$ cat config.mk
export PLATFORM = sky130hd
export DESIGN_NAME = peripheral_dsa_modular_adder_arbiter
export DESIGN_NICKNAME = d
export VERILOG_FILES = /design/src/rtl/peripheral_dsa_pkg.sv /design/src/rtl/peripheral_dsa_rr_arbiter.sv /design/src/rtl/peripheral_dsa_modular_adder_arbiter.sv
export SDC_FILE = /design/constraint.sdc
export NUM_CORES = 1
export LEC_CHECK = 0
export CORE_AREA = 10 10 419 421
export DETAILED_ROUTE_END_ITERATION = 12
export DIE_AREA = 0 0 429 431
export HOLD_SLACK_MARGIN = 0.08
export SYNTH_ARGS = -nofsm -noshare
export SYNTH_HDL_FRONTEND = slang
export SYNTH_SLANG_ARGS = --single-unit
$ cat constraint.sdc
create_clock -name CLK -period 3.25 [get_ports CLK]
set_input_delay 0.8125 -clock CLK [delete_from_list [all_inputs] [get_ports CLK]]
set_output_delay 0.8125 -clock CLK [all_outputs]
set_load 0.005 [all_outputs]
$ cat src/rtl/peripheral_dsa_pkg.sv
// peripheral_dsa_pkg: shared types and constants for the modular adder arbiter
package peripheral_dsa_pkg;
  typedef enum logic [1:0] {IDLE, ISSUE, WAIT, RESPOND} arbiter_state_t;
  localparam logic OP_ADD = 1'b0;
  localparam logic OP_SUB = 1'b1;
endpackage

$ cat src/rtl/peripheral_dsa_rr_arbiter.sv
// peripheral_dsa_rr_arbiter: combinational round-robin picker starting after last_grant
module peripheral_dsa_rr_arbiter
  import peripheral_dsa_pkg::*;
#(
  parameter int N_REQ = 4,
  parameter int ID_WIDTH = (N_REQ > 1) ? $clog2(N_REQ) : 1
) (
  input  logic [N_REQ-1:0]    req,
  input  logic [ID_WIDTH-1:0] last_grant,
  output logic [N_REQ-1:0]    grant,
  output logic [ID_WIDTH-1:0] grant_id,
  output logic                any_req
);
  // Scan farthest-first so the nearest requester after last_grant overwrites and wins
  always_comb begin
    any_req = |req;
    grant_id = '0;
    for (int i = N_REQ; i >= 1; i--) begin
      automatic logic [ID_WIDTH-1:0] idx = ID_WIDTH'((int'(last_grant) + i) % N_REQ);
      if (req[idx]) grant_id = idx;
    end
    grant = '0;
    if (any_req) grant[grant_id] = 1'b1;
  end
endmodule

$ cat src/rtl/peripheral_dsa_modular_adder_arbiter.sv
// peripheral_dsa_modular_adder_arbiter: round-robin sharing of one modular adder among N_REQ requesters
module peripheral_dsa_modular_adder_arbiter
  import peripheral_dsa_pkg::*;
#(
  parameter int DATA_SIZE = 64,
  parameter int N_REQ = 4,
  parameter int ID_WIDTH = (N_REQ > 1) ? $clog2(N_REQ) : 1
) (
  input  logic                       CLK,
  input  logic                       RST,
  input  logic [N_REQ-1:0]           REQ_VALID,
  input  logic [N_REQ-1:0]           REQ_OPERATION,
  input  logic [N_REQ*DATA_SIZE-1:0] REQ_MODULO,
  input  logic [N_REQ*DATA_SIZE-1:0] REQ_DATA_A,
  input  logic [N_REQ*DATA_SIZE-1:0] REQ_DATA_B,
  output logic [N_REQ-1:0]           REQ_READY,
  output logic [N_REQ-1:0]           RSP_VALID,
  output logic [DATA_SIZE-1:0]       RSP_DATA,
  output logic                       ADDER_START,
  output logic                       ADDER_OPERATION,
  output logic [DATA_SIZE-1:0]       ADDER_MODULO,
  output logic [DATA_SIZE-1:0]       ADDER_DATA_A,
  output logic [DATA_SIZE-1:0]       ADDER_DATA_B,
  input  logic                       ADDER_READY,
  input  logic [DATA_SIZE-1:0]       ADDER_DATA_OUT,
  output logic                       BUSY,
  output logic [ID_WIDTH-1:0]        GRANT_ID
);
  arbiter_state_t state, state_n;
  logic [ID_WIDTH-1:0] last_grant, pick_id;
  logic [N_REQ-1:0] pick, rsp_sel;
  logic any_req;

  peripheral_dsa_rr_arbiter #(.N_REQ(N_REQ), .ID_WIDTH(ID_WIDTH)) u_rr (
    .req(REQ_VALID),
    .last_grant(last_grant),
    .grant(pick),
    .grant_id(pick_id),
    .any_req(any_req)
  );

  // Next state and the state-decoded handshake outputs; REQ_READY is masked while in reset
  always_comb begin
    state_n = state == IDLE ? (any_req ? ISSUE : IDLE) :
              state == ISSUE ? WAIT :
              state == WAIT ? (ADDER_READY ? RESPOND : WAIT) : IDLE;
    rsp_sel = '0;
    rsp_sel[GRANT_ID] = 1'b1;
    REQ_READY = (state == IDLE && RST) ? pick : '0;
    RSP_VALID = state == RESPOND ? rsp_sel : '0;
    ADDER_START = state == ISSUE;
    BUSY = state != IDLE;
  end

  // State register
  always_ff @(posedge CLK or negedge RST) begin
    if (!RST) state <= IDLE;
    else state <= state_n;
  end

  // Operand capture at accept, result capture on adder completion, pointer update on respond
  always_ff @(posedge CLK or negedge RST) begin
    if (!RST) begin
      ADDER_OPERATION <= 1'b0;
      ADDER_MODULO <= '0;
      ADDER_DATA_A <= '0;
      ADDER_DATA_B <= '0;
      GRANT_ID <= '0;
      RSP_DATA <= '0;
      last_grant <= ID_WIDTH'(N_REQ - 1);
    end else begin
      if (state == IDLE && any_req) begin
        ADDER_OPERATION <= REQ_OPERATION[pick_id];
        ADDER_MODULO <= REQ_MODULO[int'(pick_id)*DATA_SIZE +: DATA_SIZE];
        ADDER_DATA_A <= REQ_DATA_A[int'(pick_id)*DATA_SIZE +: DATA_SIZE];
        ADDER_DATA_B <= REQ_DATA_B[int'(pick_id)*DATA_SIZE +: DATA_SIZE];
        GRANT_ID <= pick_id;
      end
      if (state == WAIT && ADDER_READY) RSP_DATA <= ADDER_DATA_OUT;
      if (state == RESPOND) last_grant <= GRANT_ID;
    end
  end
endmodule
==> summary.txt, run 1 <==
Outcome
  – Status: complete, no violations

Setup path
  – Worst Path Required: 2.44 ns
  – Crit-path slowest cell: clkdlybuf4s50_1
  – Type of the worst setup path: input port to output pin
  – Worst reg2reg endpoint: ADDER_DATA_A[55]
  – Worst Path Arrival: 2.33 ns
  – Crit path capture: REQ_READY[2]
  – Slowest stage delay, CP: 0.48 ns
  – Setup crit start kind: input port
  – R2R Path Start: last_grant[0]
  – R2r worst-path depth: 9
  – Worst Setup SP: REQ_VALID[0]
  – Worst Path Max Fanout: 4
  – Worst-path cell chain: clkdlybuf4s50_1, or2_2, o21a_4, nand2_1, nor3_1, dlygate4sd2_1
  – R2R setup slack: 0.52 ns
  – CP Capture Type: output pin

Synth
  – Synth Cell Area: 15700 um2
  – Syn_area_per_cell: 10.4 um2
  – Mapped Cells: 1513
  – Syn_nets: 2360
  – Synth Area in Adders: 0.319%
  – Xor/xnor share of the synthesized area: 0%
  – Post-synthesis mux area share: 17.0%
  – Register area share after synthesis: 41.9%
  – Synth Area in Compound Gates: 19.0%
  – Simple-Gate Fraction of Synth Area: 16.2%
  – Netlist cell types: 34
  – Yosys warning total: 0
  – Largest family of logic cells by synthesized area: compound AO/OA/AOI/OAI gates
  – Yosys reg bits: 263

Route
  – DR iter-0 viols: 1285
  – Routed wire length: 133000 um
  – Remaining DRCs: 0
  – Routed via count: 18200
  – Post-route ant nets: 0
  – DR vias/cell: 3.76
  – DRT Pass-1 Iters: 5
  – WL/cell: 27.4 um

Power and ir drop
  – Pwr dens: 811 nW/um2
  – Psw: 10.7 mW
  – Clock power share: 18.3%
  – Maximum vdd drop: 0.663 mV
  – Leak: 11.6 nW
  – Logic pwr share: 57.6%
  – Pint: 14.8 mW
  – Seq pwr share: 24.1%
  – Switch share: 41.9%

Global routing
  – GRT Resource Usage Total: 13.5%
  – Largest net degree at the start of global routing: 106
  – Initial antenna violation count: 51
  – Number of global-route vias before repair: 19000
  – Global-route wire length before repair: 175000 um
  – Remaining Overflow, GRT: 0

STA
  – Post-layout min period: 3.14 ns
  – Period utilization: 96.6%
  – Fin Hold WS: 0.275 ns
  – RSZ-0062 raised after global routing: false
  – Max Slew Vio Count: 0
  – FMAX: 318 MHz
  – # setup viols final: 0
  – Setup_tns: 0 ns
  – Max_slew headroom: 30.1%
  – Slew @ Worst Pin: 1.05 ns
  – Layout Skew: 0.0321 ns
  – Final Hold Fails: 0

Floorplanning
  – Core Area: 167000 um2
  – Die ar.: 185000 um2
  – Die Ht: 431 um
  – # rows: 150
  – Initial Util: 9.43%
  – Die Width: 429 um
  – Ports: 1112

Finish
  – Non-Filler Instances: 4859
  – Final-layout fill cell count: 18500
  – Nets@finish: 3456
  – Area growth from synthesis to final layout: 99.9%
  – Commonest non-fill, non-tap cells in the layout: clkdlybuf4s50_1, a211oi_1, dfrtp_1, nor2_1
  – Core Util, Final: 18.8%
  – Share of layout cells above drive strength 1: 10.2%
  – Final Instance Area: 31400 um2
  – Commonest non-fill, non-tap cell in the layout: clkdlybuf4s50_1

CTS
  – Clock tree root buffer cell: clkbuf_16
  – CTS buffer count: 39
  – Skew-Pair Late Insertion Delay: 0.60 ns
  – Cts hold-fix bufs: 0
  – Max clock buf depth: 3
  – Maximum level of the CTS H-tree: 2
  – # clock sinks: 263
  – CTS tree: yes
  – Clk pin slew, worst setup/hold paths: 0.06 ns

Placed design
  – Post-Place Cells: 4772
  – Gpl congestion: 0.950
  – Buffers on Ports: 1111
  – DP Wirelength: 110000 um
  – DP Area: 30000 um2

Worst hold path
  – Min-delay worst type: input port to asynchronous set/reset pin

Run
  – Max-cap violation count: 0
## registers in the layout (all words and copies together), names as in the netlist
| register | count |
|---|---|
| ADDER_OPERATION | 1 |
| RSP_DATA | 64 |
| GRANT_ID | 2 |
| ADDER_DATA_A | 64 |
| ADDER_DATA_B | 64 |
| last_grant | 2 |
| ADDER_MODULO | 64 |
| state | 2 |
## power by group through the flow
stage	Sequential [mW]	Clock, mW	Combinational [mW]
floorplan	5.99	0	5.88
global route	6.31	4.91	15.6
finish	6.14	4.67	14.7
CTS	6.11	4.82	14.9
detailed placement	6.14	0	14.8
global placement	6.09	0	14.7
## stage by stage
| step | total power, mW | worst slack (ns) |
|---|---|---|
| 2_1_floorplan | 11.9 | 0.453 |
| 3_3_place_gp | 20.8 | -0.212 |
| 3_5_place_dp | 21.0 | -0.224 |
| 4_1_cts | 25.8 | 0.123 |
| 5_1_grt | 26.8 | 0.0325 |
| 6_report | 25.5 | 0.109 |
## per-layer routing
metal	up-vias	wire length (um)	track usage [%]
met2	927	62300	22.1
met4	44	3500	3.73
li1	8121	-	-
met1	8997	53000	16.4
met3	160	13800	5.46
met5	-	273	0
## worst min-delay path by stage
| stage | startpoint | endpoint | slack [ns] |
|---|---|---|---|
| floorplan | last_grant[0] | last_grant[0] | 0.47 |
| global placement | RSP_DATA[43] | RSP_DATA[43] | 0.49 |
| detailed placement | RSP_DATA[28] | RSP_DATA[28] | 0.49 |
| CTS | RST | ADDER_DATA_B[60] | 0.20 |
| global route | RST | ADDER_DATA_B[60] | 0.24 |
| finish | RST | ADDER_DATA_B[55] | 0.27 |
## synth_stat cells
cell | number | area (um2)
nor2b_1 | 1 | 6.26
mux2i_1 | 193 | 1930
a21o_1 | 2 | 15.0
buf_2 | 27 | 135
o221a_2 | 1 | 11.3
buf_1 | 2 | 7.51
buf_8 | 11 | 165
o221ai_1 | 1 | 8.76
nand3_2 | 1 | 10.0
nor3b_1 | 1 | 7.51
buf_6 | 5 | 56.3
clkbuf_1 | 129 | 484
or2_1 | 1 | 6.26
nand2_1 | 5 | 18.8
o31ai_1 | 1 | 7.51
a211oi_1 | 386 | 2900
o21ai_1 | 3 | 15.0
and3b_1 | 1 | 8.76
o21a_1 | 1 | 7.51
nor2_1 | 196 | 736
o21ai_0 | 2 | 10.0
ha_1 | 4 | 50.1
and4_1 | 193 | 1690
and3_1 | 2 | 12.5
o21ai_2 | 1 | 8.76
nand2b_1 | 2 | 12.5
inv_1 | 4 | 15.0
dfrtp_1 | 261 | 6530
or2_2 | 1 | 6.26
nor2b_2 | 1 | 8.76
nor3_1 | 4 | 20.0
dfstp_2 | 2 | 52.6
mux2_2 | 65 | 732
buf_4 | 3 | 22.5
## timing repair
action / in CTS / in global routing
setup endpoints to repair: 4 / 0
resized for setup: 7 / 0
endpoints found under the hold margin: 0 / 0
setup buffers: 0 / 0
## logic make-up after synthesis
| kind of cell | Yosys count |
|---|---|
| AOI/OAI and AO/OA | 398 |
| adders and majority gates | 4 |
| buffers and inverters | 181 |
| DFF | 263 |
| muxes | 258 |
| and+or+nand+nor | 409 |
## cell type report
type	instances	area, um2	area share (%)
Antenna cell	15	37.5	0.120
Clock buffer	54	1140	3.64
Clock inverter	18	219	0.697
Inverter	4	15.0	0.0478
Multi-Input combinational cell	1069	8320	26.5
Sequential cell	263	6580	21.0
Tap cell	2204	2760	8.78
Timing Repair Buffer	1232	12300	39.3
## critical path: cells and delay by family
| family | cells | cell delay [ns] |
|---|---|---|
| buffers and inverters | 2 | 0.76 |
| AOI/OAI and AO/OA | 1 | 0.20 |
| and+or+nand+nor | 3 | 0.55 |
Power figures use the tool's default switching activity.
==> inputs of run 2 (changes only) <==
- MAX_ROUTING_LAYER: default -> met4
==> summary.txt, run 2 (synthesized netlist as in run 1, its figures left out) <==
Route
  – WL/cell: 27.8 um (+1.7%)
  – DR vias/cell: 3.78 (+0.59%)
  – Routed wire length: 136000 um (+2.4%)
  – DRT Pass-1 Iters: 5 (unchanged)
  – DR iter-0 viols: 1343 (+4.5%)
  – Remaining DRCs: 0 (unchanged)
  – Routed via count: 18500 (+1.3%)
  – Post-route ant nets: 0 (unchanged)

Setup path
  – Top delay family on crit path: buffers and inverters
  – Buf/Inv on CP: 3 (+1)
  – Worst reg2reg endpoint: ADDER_DATA_B[18]
  – CP Capture Type: output pin
  – Worst Path Required: 2.44 ns (about the same)
  – Worst Path Arrival: 2.36 ns (+0.03 ns)
  – Worst-path cell chain: clkdlybuf4s50_1, nor2b_2, o21ai_4, buf_4, and3_4, nor3_1, dlygate4sd2_1
  – Setup crit start kind: input port
  – R2r worst-path depth: 8 (-1)
  – Worst Path Max Fanout: 4 (unchanged)
  – Type of the worst setup path: input port to output pin
  – R2R Path Start: last_grant[0]
  – Slowest stage delay, CP: 0.48 ns (about the same)
  – R2R setup slack: 0.58 ns (+0.06 ns)
  – Crit-path slowest cell: clkdlybuf4s50_1

CTS
  – Clk pin slew, worst setup/hold paths: 0.07 ns (about the same)
  – Skew-Pair Late Insertion Delay: 0.60 ns (about the same)
  – Clock tree root buffer cell: clkbuf_16
  – CTS buffer count: 38 (-2.6%)
  – Cts hold-fix bufs: 0 (unchanged)
  – CTS tree: yes
  – Max clock buf depth: 3 (unchanged)
  – # clock sinks: 263 (unchanged)
  – Maximum level of the CTS H-tree: 2 (unchanged)

Finish
  – Final Instance Area: 31500 um2 (+0.47%)
  – Multi-input logic area: 8340 um2 (+0.27%)
  – Final-layout fill cell count: 18500 (+0.059%)
  – Core Util, Final: 18.9% (+0.089 points)
  – Commonest non-fill, non-tap cell in the layout: clkdlybuf4s50_1
  – Commonest non-fill, non-tap cells in the layout: clkdlybuf4s50_1, a211oi_1, dfrtp_1, nor2_1
  – Non-Filler Instances: 4894 (+0.72%)
  – FF/Latch Area: 6580 um2 (unchanged)
  – Share of layout cells above drive strength 1: 10.5% (+0.30 points)
  – Nets@finish: 3469 (+0.38%)
  – Area growth from synthesis to final layout: 101%

Floorplanning
  – Die Width: 429 um (unchanged)
  – Die ar.: 185000 um2 (unchanged)
  – Ports: 1112 (unchanged)
  – Initial Util: 9.43% (unchanged)
  – # rows: 150 (unchanged)
  – Core Area: 167000 um2 (unchanged)
  – Die Ht: 431 um (unchanged)

Placed design
  – Gpl congestion: 0.975 (+2.7%)
  – Buffers on Ports: 1111 (unchanged)
  – DP Area: 30200 um2 (+0.51%)
  – DP Wirelength: 113000 um (+2.5%)
  – Post-Place Cells: 4784 (+0.25%)
  – Pre-CTS WS: -0.246 ns (-0.0225 ns)

Global routing
  – GRT Resource Usage Total: 14.2% (+0.71 points)
  – Largest net degree at the start of global routing: 113 (+6.6%)
  – Initial antenna violation count: 66 (+29%)
  – Global-route wire length before repair: 178000 um (+1.8%)
  – Remaining Overflow, GRT: 0 (unchanged)
  – Number of global-route vias before repair: 19300 (+1.5%)

STA
  – Period utilization: 97.5% (+0.90 points)
  – Final Hold Fails: 0 (unchanged)
  – Max Slew Vio Count: 0 (unchanged)
  – Layout Skew: 0.0394 ns (+0.00732 ns)
  – Final setup margin: 0.0802 ns (-0.0292 ns)
  – Fin Hold WS: 0.237 ns (-0.0380 ns)
  – Post-layout min period: 3.17 ns (+0.0292 ns)
  – # setup viols final: 0 (unchanged)
  – Max_slew headroom: 43.5% (+13 points)
  – FMAX: 315 MHz (-0.92%)
  – RSZ-0062 raised after global routing: false
  – Setup_tns: 0 ns (unchanged)
  – Slew @ Worst Pin: 0.847 ns (-0.202 ns)

Outcome
  – Status: complete, no violations

Power and ir drop
  – Maximum vdd drop: 0.622 mV (-6.3%)
  – Total Power: 25.3 mW (-0.53%)
  – Leak: 11.6 nW (+0.44%)
  – Pwr dens: 803 nW/um2 (-1.0%)

Run
  – Max-cap violation count: 0 (unchanged)

Worst hold path
  – Min-delay worst type: input port to asynchronous set/reset pin
## run 2: cell types whose count changed in the layout (fill, tap and decap cells not counted), sizes merged
cell / before / now
clkinvlp: 2 / 1
bufinv: 3 / 1
clkdlybuf4s50: 1105 / 1103
dlygate4sd2: 5 / 6
clkinv: 10 / 8
dlymetal6s2s: 0 / 1
diode: 15 / 39
clkbuf: 54 / 59
buf: 122 / 136
inv: 7 / 4
## run 2: power by group
part | switching [mW] | total (mW) | internal [mW] | leakage, nW
sequential | 1.14 | 6.14 | 5.00 | 2.95
combinational | 7.63 | 14.8 | 7.17 | 8.04
clock | 1.91 | 4.40 | 2.49 | 0.613
## run 2: worst max-delay path by stage
stage	start	endpoint	cells past startpoint
after floorplan	REQ_VALID[2]	REQ_READY[1]	7
after global placement	REQ_VALID[2]	REQ_READY[0]	7
after detailed placement	REQ_VALID[1]	REQ_READY[3]	6
after CTS	REQ_VALID[3]	REQ_READY[3]	7
after global routing	REQ_VALID[0]	REQ_READY[3]	7
final	REQ_VALID[0]	REQ_READY[3]	7
## run 2: timing repair
item / 4_1_cts / 5_1_grt
gates cloned: 0 / 0
pin swaps: 2 / 0
resized for setup: 12 / 2
setup endpoints to repair: 4 / 2
buffers inserted: 1 / 1
## run 2: worst reg2reg max path, delay by kind of cell, from the launching register on
kind	cells	cell delay (ns)
compound gates	2	0.29
mux	1	0.56
flops	1	0.59
simple gates	2	0.27
buf+inv	3	0.82
## run 2: cell type report
type                            count  share of cell area, %
Antenna cell                       39                  0.309
Clock buffer                       59                   3.58
Clock inverter                     10                  0.409
Inverter                            4                 0.0476
Multi-Input combinational cell   1069                   26.4
Sequential cell                   263                   20.9
Tap cell                         2204                   8.74
Timing Repair Buffer             1246                   39.6
## run 2: metal layers
layer	track usage (%)	wire (um)	part of all wire [%]	up-vias
met5	-	0	0	-
met4	3.64	3240	2.4	0
met3	5.36	13200	9.7	125
met2	23.0	64900	48	956
met1	16.6	54800	40	9216
li1	-	-	-	8191
==> inputs of run 3 (changes only) <==
- PLACE_DENSITY_LB_ADDON: default -> 0.25
==> summary.txt, run 3 (synthesized netlist as in run 1, its figures left out) <==
STA
  – Max_slew headroom: 38.6% (-4.9 points)
  – Post-layout min period: 3.16 ns (-0.0120 ns)
  – Slew @ Worst Pin: 0.921 ns (+0.0739 ns)
  – FMAX: 317 MHz (+0.38%)
  – Max Slew Vio Count: 0 (unchanged)
  – Layout Skew: 0.0135 ns (-0.0260 ns)
  – Final setup margin: 0.0922 ns (+0.0120 ns)
  – Period utilization: 97.2% (-0.37 points)
  – # setup viols final: 0 (unchanged)
  – Final Hold Fails: 0 (unchanged)
  – RSZ-0062 raised after global routing: false

Outcome
  – Status: complete, no violations

Setup path
  – Worst Path Max Fanout: 3 (-1)
  – Top delay family on crit path: buffers and inverters
  – Crit-path slowest cell: clkdlybuf4s50_1
  – CP Capture Type: output pin
  – Top cell by count, worst path: buf_4
  – Buf/Inv on CP: 4 (+1)
  – Worst Path Arrival: 2.35 ns (about the same)
  – Slowest stage delay, CP: 0.42 ns (-0.06 ns)
  – Worst-path cell chain: clkdlybuf4s50_1, buf_4, nand2b_1, a21o_4, buf_4, nand3_4, nor3_2, dlygate4sd2_1
  – Setup crit start kind: input port
  – Type of the worst setup path: input port to output pin
  – Worst Path Required: 2.44 ns (about the same)

CTS
  – Cts hold-fix bufs: 0 (unchanged)
  – # clock sinks: 263 (unchanged)
  – Maximum level of the CTS H-tree: 2 (unchanged)
  – Max clock buf depth: 3 (unchanged)
  – CTS tree: yes
  – CTS buffer count: 41 (+7.9%)
  – Clock tree root buffer cell: clkbuf_16
  – Skew-Pair Late Insertion Delay: 0.61 ns (about the same)
  – Clk pin slew, worst setup/hold paths: 0.05 ns (-0.02 ns)

Placed design
  – Gpl congestion: 0.861 (-12%)
  – DP Area: 30300 um2 (+0.46%)
  – DP Wirelength: 105000 um (-6.9%)
  – Pre-CTS WS: -0.641 ns (-0.395 ns)
  – Buffers on Ports: 1111 (unchanged)

Route
  – Met1 WL: 51800 um (-5.4%)
  – Remaining DRCs: 0 (unchanged)
  – Routed via count: 17700 (-4.1%)
  – Post-route ant nets: 0 (unchanged)
  – Max layer used: met4
  – DRT Pass-1 Iters: 7 (+2)
  – Routed wire length: 129000 um (-5.0%)
  – DR iter-0 viols: 1106 (-18%)
  – Met3 wire len: 7330 um (-44%)
  – DR vias/cell: 3.63 (-3.9%)
  – WL/cell: 26.5 um (-4.8%)
  – Met2 WL: 68200 um (+5.0%)

Finish
  – Commonest non-fill, non-tap cell in the layout: clkdlybuf4s50_1
  – Commonest non-fill, non-tap cells in the layout: clkdlybuf4s50_1, a211oi_1, dfrtp_1, nor2_1
  – Nets@finish: 3482 (+0.37%)
  – Final Instance Area: 31800 um2 (+0.72%)
  – Final-layout fill cell count: 18400 (-0.55%)
  – Share of layout cells above drive strength 1: 11.4% (+0.85 points)
  – Area growth from synthesis to final layout: 102%

Power and ir drop
  – Maximum vdd drop: 0.795 mV (+28%)
  – Pwr dens: 808 nW/um2 (+0.59%)
  – Leak: 11.7 nW (+1.1%)

Worst hold path
  – Min-delay worst type: input port to asynchronous set/reset pin

Floorplanning
  – Die Width: 429 um (unchanged)
  – Die Ht: 431 um (unchanged)
  – Ports: 1112 (unchanged)
  – Core Area: 167000 um2 (unchanged)
  – # rows: 150 (unchanged)
  – Initial Util: 9.43% (unchanged)
  – Die ar.: 185000 um2 (unchanged)

Global routing
  – GRT Resource Usage Total: 13.6% (-0.64 points)
  – Number of global-route vias before repair: 19100 (-1.2%)
  – Largest net degree at the start of global routing: 110 (-2.7%)
  – Global-route wire length before repair: 173000 um (-3.1%)
  – Remaining Overflow, GRT: 0 (unchanged)
  – Initial antenna violation count: 23 (-65%)

Run
  – Max-cap violation count: 0 (unchanged)
==> run 3: layout make-up <==
| type | count | area (um2) | area share (%) |
|---|---|---|---|
| Antenna cell | 15 | 37.5 | 0.118 |
| Clock buffer | 61 | 1220 | 3.84 |
| Clock inverter | 12 | 208 | 0.654 |
| Inverter | 4 | 15.0 | 0.0473 |
| Multi-Input combinational cell | 1069 | 8360 | 26.3 |
| Sequential cell | 263 | 6580 | 20.7 |
| Tap cell | 2204 | 2760 | 8.68 |
| Timing Repair Buffer | 1256 | 12600 | 39.6 |
==> run 3: power by group <==
group | switching [mW] | leakage (nW) | internal, mW
Clock | 1.96 | 0.703 | 2.93
Combinational | 7.32 | 8.08 | 7.29
Sequential | 1.17 | 2.95 | 4.99
Total | 10.5 | 11.7 | 15.2
==> run 3: what timing repair did <==
action	4_1_cts	5_1_grt
hold endpoints to repair	0	0
endpoints found under the setup margin	4	4
setup buffers	0	0
pin swaps	1	0
gates resized for setup	10	7
==> run 3: per-layer routing <==
metal | up-vias | track usage [%]
met5 | - | -
met4 | 0 | 2.64
met3 | 84 | 3.32
met2 | 653 | 24.4
met1 | 8815 | 15.3
li1 | 8183 | -
==> run 3: path summary, 6_finish.rpt <==
path	from	endpoint	slack (ns)	cells after the start
max in group asynchronous	RST	RSP_DATA[19]	1.65	4
min in group CLK	RSP_DATA[50]	RSP_DATA[50]	0.50	1
hold / removal	RST	ADDER_DATA_A[5]	0.27	2
hold reg to reg	RSP_DATA[50]	RSP_DATA[50]	0.50	1
setup reg to reg	last_grant[0]	ADDER_DATA_A[10]	0.31	9
setup / recovery	REQ_VALID[2]	REQ_READY[2]	0.09	8
==> run 3: through the flow <==
stage | total power [mW] | instances | TNS (ns) | hold WS, ns | util [%]
floorplan | 11.9 | 1513 | 0 | 0.473 | -
global placement | 21.0 | 4796 | -15.34 | 0.487 | 18.2
detailed placement | 21.1 | 4796 | -18.60 | 0.493 | 18.2
CTS | 26.2 | 4869 | 0 | 0.270 | 19.0
global route | 27.2 | 4880 | 0 | 0.277 | 19.1
finish | 25.7 | 4884 | 0 | 0.274 | 19.1
